`src/rtl/uart_rx_ctrl.sv`:
```
// uart_rx_ctrl: parametrised UART receiver with mid-bit sampling and a one-entry valid/ready holding register.
// Parity checking is built only when the macro UART_RX_PARITY_EN is defined.
module uart_rx_ctrl #(
  parameter int DATA_BITS  = 8,
  parameter int OVERSAMPLE = 16,
  parameter int STOP_BITS  = 1,
  parameter int PARITY_ODD = 0
) (
  input  logic                 clk,
  input  logic                 Rst,
  input  logic                 rx_sync,
  input  logic                 baud_tick,
  input  logic                 rx_enable,
  input  logic                 rx_ready,
  output logic [DATA_BITS-1:0] rx_data,
  output logic                 rx_valid,
  output logic                 byte_rcv,
  output logic                 busy,
  output logic                 framing_error,
  output logic                 parity_error,
  output logic                 overrun_error,
  input  logic                 err_clear
);

  localparam int TW = $clog2(OVERSAMPLE);
  localparam logic [TW-1:0] HALF_LAST = TW'(OVERSAMPLE / 2 - 1);
  localparam logic [TW-1:0] FULL_LAST = TW'(OVERSAMPLE - 1);
  localparam logic [3:0]    DATA_LAST = 4'(DATA_BITS - 1);
  localparam logic [3:0]    STOP_LAST = 4'(STOP_BITS - 1);
  localparam logic [TW-1:0] TICK_ZERO = {TW{1'b0}};
  localparam logic [TW-1:0] TICK_ONE  = TW'(1);

`ifdef UART_RX_PARITY_EN
  typedef enum logic [2:0] {
    IDLE     = 3'd0,
    START    = 3'd1,
    DATA     = 3'd2,
    PARITY   = 3'd3,
    STOP     = 3'd4,
    DELIVER  = 3'd5,
    BRK_WAIT = 3'd6
  } state_t;
`else
  typedef enum logic [2:0] {
    IDLE     = 3'd0,
    START    = 3'd1,
    DATA     = 3'd2,
    STOP     = 3'd4,
    DELIVER  = 3'd5,
    BRK_WAIT = 3'd6
  } state_t;
`endif

  state_t                 state_q, state_d;
  logic [TW-1:0]          tick_cnt_q, tick_cnt_d;
  logic [3:0]             bit_cnt_q, bit_cnt_d;
  logic [DATA_BITS-1:0]   shift_q, shift_d;
  logic                   frame_err_q, frame_err_d;
  logic [DATA_BITS-1:0]   rx_data_q, rx_data_d;
  logic                   rx_valid_q, rx_valid_d;
  logic                   byte_rcv_q, byte_rcv_d;
  logic                   busy_q, busy_d;
  logic                   fe_q, fe_d;
  logic                   ov_q, ov_d;
  logic                   fe_ev, ov_ev, load_req;
`ifdef UART_RX_PARITY_EN
  localparam logic PAR_ODD = 1'(PARITY_ODD);
  logic                   pe_q, pe_d;
  logic                   pe_ev;
`else
  logic                   unused_parity_odd;
  assign unused_parity_odd = 1'(PARITY_ODD);
`endif

  // Frame sequencing, holding-register handshake and sticky flag next-state
  always_comb begin
    state_d     = state_q;
    tick_cnt_d  = tick_cnt_q;
    bit_cnt_d   = bit_cnt_q;
    shift_d     = shift_q;
    frame_err_d = frame_err_q;
    rx_data_d   = rx_data_q;
    rx_valid_d  = rx_valid_q;
    byte_rcv_d  = 1'b0;
    fe_ev       = 1'b0;
    ov_ev       = 1'b0;
    load_req    = 1'b0;
`ifdef UART_RX_PARITY_EN
    pe_ev       = 1'b0;
`endif

    case (state_q)
      IDLE: begin
        if (rx_enable && !rx_sync) begin
          state_d     = START;
          tick_cnt_d  = TICK_ZERO;
          bit_cnt_d   = 4'd0;
          frame_err_d = 1'b0;
        end else begin
          state_d = IDLE;
        end
      end
      START: begin
        if (baud_tick) begin
          if (tick_cnt_q == HALF_LAST) begin
            tick_cnt_d = TICK_ZERO;
            // A high sample at mid-start is a glitch, not a frame
            if (!rx_sync) begin
              state_d = DATA;
            end else begin
              state_d = IDLE;
            end
          end else begin
            tick_cnt_d = tick_cnt_q + TICK_ONE;
          end
        end else begin
          tick_cnt_d = tick_cnt_q;
        end
      end
      DATA: begin
        if (baud_tick) begin
          if (tick_cnt_q == FULL_LAST) begin
            tick_cnt_d = TICK_ZERO;
            shift_d    = {rx_sync, shift_q[DATA_BITS-1:1]};
            if (bit_cnt_q == DATA_LAST) begin
              bit_cnt_d = 4'd0;
`ifdef UART_RX_PARITY_EN
              state_d   = PARITY;
`else
              state_d   = STOP;
`endif
            end else begin
              bit_cnt_d = bit_cnt_q + 4'd1;
            end
          end else begin
            tick_cnt_d = tick_cnt_q + TICK_ONE;
          end
        end else begin
          tick_cnt_d = tick_cnt_q;
        end
      end
`ifdef UART_RX_PARITY_EN
      PARITY: begin
        if (baud_tick) begin
          if (tick_cnt_q == FULL_LAST) begin
            tick_cnt_d = TICK_ZERO;
            bit_cnt_d  = 4'd0;
            state_d    = STOP;
            if (rx_sync != ((^shift_q) ^ PAR_ODD)) begin
              pe_ev = 1'b1;
            end else begin
              pe_ev = 1'b0;
            end
          end else begin
            tick_cnt_d = tick_cnt_q + TICK_ONE;
          end
        end else begin
          tick_cnt_d = tick_cnt_q;
        end
      end
`endif
      STOP: begin
        if (baud_tick) begin
          if (tick_cnt_q == FULL_LAST) begin
            tick_cnt_d = TICK_ZERO;
            if (bit_cnt_q == STOP_LAST) begin
              bit_cnt_d = 4'd0;
              state_d   = DELIVER;
              // Delivery is decided on the last stop sample so rx_valid rises with DELIVER
              if (frame_err_q || !rx_sync) begin
                fe_ev       = 1'b1;
                frame_err_d = 1'b1;
              end else begin
                load_req    = 1'b1;
              end
            end else begin
              bit_cnt_d   = bit_cnt_q + 4'd1;
              frame_err_d = frame_err_q | ~rx_sync;
            end
          end else begin
            tick_cnt_d = tick_cnt_q + TICK_ONE;
          end
        end else begin
          tick_cnt_d = tick_cnt_q;
        end
      end
      DELIVER: begin
        if (frame_err_q) begin
          state_d = BRK_WAIT;
        end else begin
          state_d = IDLE;
        end
      end
      BRK_WAIT: begin
        if (rx_sync) begin
          state_d = IDLE;
        end else begin
          state_d = BRK_WAIT;
        end
      end
      default: begin
        state_d = IDLE;
      end
    endcase

    if (load_req) begin
      if (rx_valid_q && !rx_ready) begin
        ov_ev = 1'b1;
      end else begin
        rx_data_d  = shift_q;
        rx_valid_d = 1'b1;
        byte_rcv_d = 1'b1;
      end
    end else if (rx_valid_q && rx_ready) begin
      rx_valid_d = 1'b0;
    end else begin
      rx_valid_d = rx_valid_q;
    end

    busy_d = (state_d != IDLE);
    fe_d   = (fe_q & ~err_clear) | fe_ev;
    ov_d   = (ov_q & ~err_clear) | ov_ev;
`ifdef UART_RX_PARITY_EN
    pe_d   = (pe_q & ~err_clear) | pe_ev;
`endif
  end

  // State, datapath and output registers with synchronous reset
  always_ff @(posedge clk) begin
    if (Rst) begin
      state_q     <= IDLE;
      tick_cnt_q  <= TICK_ZERO;
      bit_cnt_q   <= 4'd0;
      shift_q     <= {DATA_BITS{1'b0}};
      frame_err_q <= 1'b0;
      rx_data_q   <= {DATA_BITS{1'b0}};
      rx_valid_q  <= 1'b0;
      byte_rcv_q  <= 1'b0;
      busy_q      <= 1'b0;
      fe_q        <= 1'b0;
      ov_q        <= 1'b0;
`ifdef UART_RX_PARITY_EN
      pe_q        <= 1'b0;
`endif
    end else begin
      state_q     <= state_d;
      tick_cnt_q  <= tick_cnt_d;
      bit_cnt_q   <= bit_cnt_d;
      shift_q     <= shift_d;
      frame_err_q <= frame_err_d;
      rx_data_q   <= rx_data_d;
      rx_valid_q  <= rx_valid_d;
      byte_rcv_q  <= byte_rcv_d;
      busy_q      <= busy_d;
      fe_q        <= fe_d;
      ov_q        <= ov_d;
`ifdef UART_RX_PARITY_EN
      pe_q        <= pe_d;
`endif
    end
  end

  assign rx_data       = rx_data_q;
  assign rx_valid      = rx_valid_q;
  assign byte_rcv      = byte_rcv_q;
  assign busy          = busy_q;
  assign framing_error = fe_q;
  assign overrun_error = ov_q;
`ifdef UART_RX_PARITY_EN
  assign parity_error  = pe_q;
`else
  assign parity_error  = 1'b0;
`endif

endmodule

```
`config.mk`:
```
export PLATFORM = sky130hd
export DESIGN_NAME = uart_rx_ctrl
export DESIGN_NICKNAME = d
export VERILOG_FILES = /design/src/rtl/uart_rx_ctrl.sv
export SDC_FILE = /design/constraint.sdc
export NUM_CORES = 1
export LEC_CHECK = 0
export CORE_AREA = 4 4 70 72
export DETAILED_ROUTE_END_ITERATION = 8
export DIE_AREA = 0 0 74 76
export DONT_BUFFER_PORTS = 1
export PLACE_DENSITY = 0.51
export SLEW_MARGIN = 10
export SYNTH_ARGS = -nofsm -noshare
export SYNTH_HDL_FRONTEND = slang
export SYNTH_SLANG_ARGS = --single-unit
```
`constraint.sdc`:
```
create_clock -name clk -period 3.3 [get_ports clk]
set_clock_uncertainty 0.15 [all_clocks]
set_input_delay 0.33 -clock clk [delete_from_list [all_inputs] [get_ports clk]]
set_output_delay 0.33 -clock clk [all_outputs]
set_load 0.02 [all_outputs]
```
After elaboration in Yosys (flattened, before gate mapping). Cells that the tools add are included.

Word-level logic and storage cells: 108. Register bits after elaboration: 33.

Eq/ne operators: 17. Reduce and logical (&&, ||, !) cells: 21. Multiplexer cells: 48. Bitwise logic cells: 9. $add $sub $neg: 2.

Operators by type and width (number): $mux 4 (11); $mux 3 (10); $pmux 4 s3 (2); $mux 1 (22); $pmux 3 s6 (1); $ne 2x2->1 const B (7); $eq 3x3->1 const B (3); $reduce_bool 3->1 (3); $add 4x1->4 const B (2); $eq 4x3->1 const B (2); $reduce_and 6->1 (1); $reduce_and 5->1 (1); $eq 4x4->1 const B (1); $logic_not 4->1 (1); $not 1->1 (4); $reduce_and 2->1 (2); $reduce_and 4->1 (1); $reduce_bool 2->1 (2); $reduce_or 2->1 (2); $eq 3x1->1 const B (1); $eq 3x2->1 const B (1); $logic_and 1x1->1 (3); $logic_not 3->1 (1); $ne 3x3->1 const B (1); 8 further kinds (12).

Longest topological paths before layout.
Depth in word-level cells: 9. Mapped depth: 7. Gate-level depth less buffers: 6.

Worst setup path before layout. OpenSTA, ideal clock, no wires.

Path type: reg-to-reg. Start point: register bit_cnt_q[0]. End point: register rx_data_q[1], in the netlist rx_data[1]. Arrival time: 1.813 ns. Path buffers: 1. Library setup time: 0.132 ns. Stages on the path, launching flop included: 8. Slack: 1.205 ns. Cells stage by stage: dfxtp_1 -> inv_1 -> ha_1 -> or3b_2 -> or4_4 -> buf_6 -> o21ai_1 -> a21oi_1.

Longest elaborated chain between the ends: 6.

Ends and longest elaborated chain: start, declared (line 56) `logic [3:0] bit_cnt_q, bit_cnt_d;`; start signal, assigned (line 248) `bit_cnt_q <= bit_cnt_d;`; $logic_not 4->1 (line 166) `if (bit_cnt_q == STOP_LAST) begin`; $mux 1 (line 166); $mux 1 (line 164) `if (tick_cnt_q == FULL_LAST) begin`; $mux 1 (line 163) `if (baud_tick) begin`; $mux 1 (line 92) `case (state_q)`; $reduce_and 2->1 (no line); end signal, assigned (line 236) `rx_data_q <= {DATA_BITS{1'b0}};`; end signal, assigned (line 251) `rx_data_q <= rx_data_d;`; end, declared (line 59) `logic [DATA_BITS-1:0] rx_data_q, rx_data_d;`.

Every way passes these cells. A chain may end at the register's enable or synchronous reset.

Worst setup path in the final report.
Start point: register state_q[2]. End point: register rx_data_q[2], in the netlist rx_data[2].

Longest elaborated chain between the ends: 3.

Ends and longest elaborated chain: start, declared (line 54) `state_t state_q, state_d;`; start signal, assigned (line 246) `state_q <= state_d;`; $eq 3x3->1 (line 92); $mux 1 (line 92); $reduce_and 2->1 (no line).

Every way passes these cells.

==> impl_results.md <==
* Slew margin rel. at 44.2%
* Slew Viols, Final at 0
* Initial antenna violation count at 0
* Sequential share of the synthesized area at 39.6%
* Via count at 1,464
* Max cap viols at 0
* WHS Endpoint: bit_cnt_q[1]$_SDFFE_PP0P_
* Largest cells by area after synthesis: dfxtp_1 40%, a21oi_1 7.5%, nand2_1 6.3%
* Buffer count from post-CTS setup fixing at 0
* Fin cells at 255
* Num CTS Buffers at 5
* Layout cell share with drive strength beyond 1 at 8.87%
* Primary FF master, synth: dfxtp_1
* Status: finished clean
* FFs w/ async S/R, synth at 0%
* Die Span Y at 76 µm
* Final worst path period need at 2.36 ns
* Worst vdd rail ir drop at 0.180 mV
* Top cells by count, synth: 33 x dfxtp_1, 28 x nand2_1, 25 x a21oi_1, 13 x nand3_1
* Layout area overhead at 7.28%
* R2r setup slk at 0.94 ns
* Critical path arrival at 2.34 ns
* Vias in the first global route at 1,332
* Number of detailed-route iterations in the first pass at 5
* Final setup viols at 0
* Final ANT Viol Nets at 0
* H-tree level count at 2
* Final hold viol count at 0
* RSZ-0062 raised after global routing: no
* Yosys reg bits at 33
* Slowest Stage Delay on Critical Path at 0.65 ns
* CTS root buf: clkbuf_8
* Placed cells at 246
* Leak Pwr at 0.581 nW
* Drc violations at 0
* Cells along the critical path: or3b_1 -> or4_4 -> o21ai_1 -> a21oi_1
* Clk buf depth at 2
* Clk pin slew, worst setup/hold paths at 0.07 ns
* Detailed placer's ending HPWL at 2.67 mm
* CTS tree: done
* Synth Area per Inst at 8.02 µm²
* Core box area at 4290 µm²
* DIE WIDTH at 74 µm
* Largest net degree at the start of global routing at 23
* Syn Inst Count at 208
* Period utilization at 71.6%
* Drt wl/cell at 15.1 µm
* EDFF count, synth at 0
* Vias per inst at 5.74
* Power Dens Cells at 464 nW/µm²
* Nets at 212
* Clock Sinks at 33
* Worst Max-Slew Pin Slew at 0.834 ns
* Worst path required time at 3.28 ns
* YS warnings at 0
* Worst-path fanout max at 17
* All-layer global routing usage at 14.1%
* Post-Syn Area at 1670 µm²
* Routability Congestion at 0.836
* Slowest CP cell: dfxtp_1
* Max Fclk at 0.423 GHz
* Most frequent cell after synthesis: dfxtp_1
* Setup CP Type: flop to flop
* Crit end category: flop
* Reg2reg end: rx_data[2]$_SDFFE_PP0P_
* Cells on worst reg2reg path at 4
* Clk_lat worst skew at 0.29 ns
* # resized after CTS at 0
* CTS hold repair buffers at 1
* Initial DRC count at 112
* Dominant cell type by area after synthesis: dfxtp_1
* Top-area cell type share of the netlist area at 39.6%
* Mapped Nets at 218
* PortBufs at 0
* First-pass GRT wire length at 6.26 mm
* Top Ports at 21
* HP Start: Rst
* Worst hold stages at 1
* Total Wirelength at 3.86 mm
* Final sum of negative setup slack at 0 ns
* Num rows at 24
* Yosys cell types at 49
* # diodes at 0
* GRT overflow at 0
* CP Launch Type: flop
* Worst Hold Class: input pin to flop
* DIE AREA at 5620 µm²
* Initial Util at 38.8%
* Worst R2R Start: state_q[2]$_SDFF_PP0_
==> power by group <==
| group | switching [W] | total (W) | internal, W | leakage (nW) |
|---|---|---|---|---|
| registers | 0.00000574 | 0.000406 | 0.000400 | 0.266 |
| logic | 0.0000206 | 0.0000323 | 0.0000117 | 0.256 |
| clock network | 0.000145 | 0.000391 | 0.000246 | 0.0585 |
| total | 0.000171 | 0.000830 | 0.000658 | 0.581 |
==> final cells by class <==
| cell class | instances | area (µm²) |
|---|---|---|
| clock buffers | 7 | 86.3 |
| clock inverters | 1 | 30.0 |
| well taps | 52 | 65.1 |
| multi-input cells | 155 | 915 |
| repair buffers | 1 | 10.0 |
| inverters | 6 | 22.5 |
| fillers | 448 | 2500 |
| flip-flops and latches | 33 | 661 |
==> metal layers <==
layer	vias up	track usage, %	share of wire, %	wire, µm
met5	-	0	0	0
met4	0	4.89	1.6	61
met3	6	5.80	8.3	320
met2	51	18.9	41	1580
met1	673	20.1	49	1900
li1	734	-	-	-
==> cell usage in the layout, fill, tap and decap left out, drive strengths merged, types with 2 or more instances in the layout <==
| cell type | Yosys | routed |
|---|---|---|
| o32ai | 3 | 3 |
| or3b | 5 | 5 |
| o21ai | 13 | 13 |
| nor3 | 5 | 5 |
| or3 | 3 | 3 |
| nand3 | 13 | 13 |
| nor2b | 6 | 6 |
| nand2 | 28 | 28 |
| inv | 6 | 6 |
| clkbuf | 8 | 7 |
| o22ai | 5 | 5 |
| nand4 | 4 | 4 |
| ha | 3 | 3 |
| o211ai | 2 | 2 |
| nor4 | 2 | 2 |
| and3b | 2 | 2 |
| nor2 | 9 | 9 |
| nand2b | 4 | 4 |
| a21oi | 25 | 25 |
| dfxtp | 33 | 33 |
| or2 | 2 | 2 |
| nor3b | 3 | 3 |
==> registers in the layout, summed over array words and instances (netlist names) <==
register       cells
busy               1
state_q            3
bit_cnt_q          4
rx_valid           1
frame_err_q        1
rx_data            8
framing_error      1
tick_cnt_q         4
shift_q            8
byte_rcv           1
overrun_error      1
==> worst max path at each step <==
stage	startpoint	to	slack, ns
2_1_floorplan	bit_cnt_q[0]$_SDFFE_PP0P_	rx_data[1]$_SDFFE_PP0P_	1.20
3_3_place_gp	state_q[2]$_SDFF_PP0_	rx_data[6]$_SDFFE_PP0P_	1.07
3_5_place_dp	state_q[2]$_SDFF_PP0_	rx_data[2]$_SDFFE_PP0P_	1.01
4_1_cts	state_q[2]$_SDFF_PP0_	rx_data[2]$_SDFFE_PP0P_	0.96
5_1_grt	state_q[2]$_SDFF_PP0_	rx_data[5]$_SDFFE_PP0P_	0.83
6_report	state_q[2]$_SDFF_PP0_	rx_data[2]$_SDFFE_PP0P_	0.94
==> stage by stage <==
stage                     setup WS [ns]  cell area, µm²  utilization, %  total power, W  hold WS, ns
after floorplan                    1.20            1670               -        0.000442        0.287
after global placement             1.07            1660            38.7        0.000441        0.253
after detailed placement           1.01            1660            38.7        0.000442        0.255
after CTS                         0.956            1790            41.7        0.000839      0.00105
after global routing              0.833            1790            41.7        0.000863      0.00291
final                             0.938            1790            41.7        0.000830       0.0111
==> logic make-up (layout without fill, tap and decap cells) <==
| group | after synthesis | count (layout) | share of synthesized area, % |
|---|---|---|---|
| DFF | 33 | 33 | 39.6 |
| buffers and inverters | 20 | 15 | 5.55 |
| adders and majority gates | 3 | 3 | 2.25 |
| other | 1 | 1 | 0.225 |
| AOI/OAI and AO/OA | 58 | 58 | 21.2 |
| and+or+nand+nor | 91 | 91 | 30.1 |
| xor gates and xnor gates | 2 | 2 | 1.05 |
==> worst max-delay path: cells and delay by family (launching register included) <==
kind	cells	cell delay, ns
flops	1	0.65
compound gates	2	0.23
simple gates	2	1.17
Power figures use the tool's default switching activity.
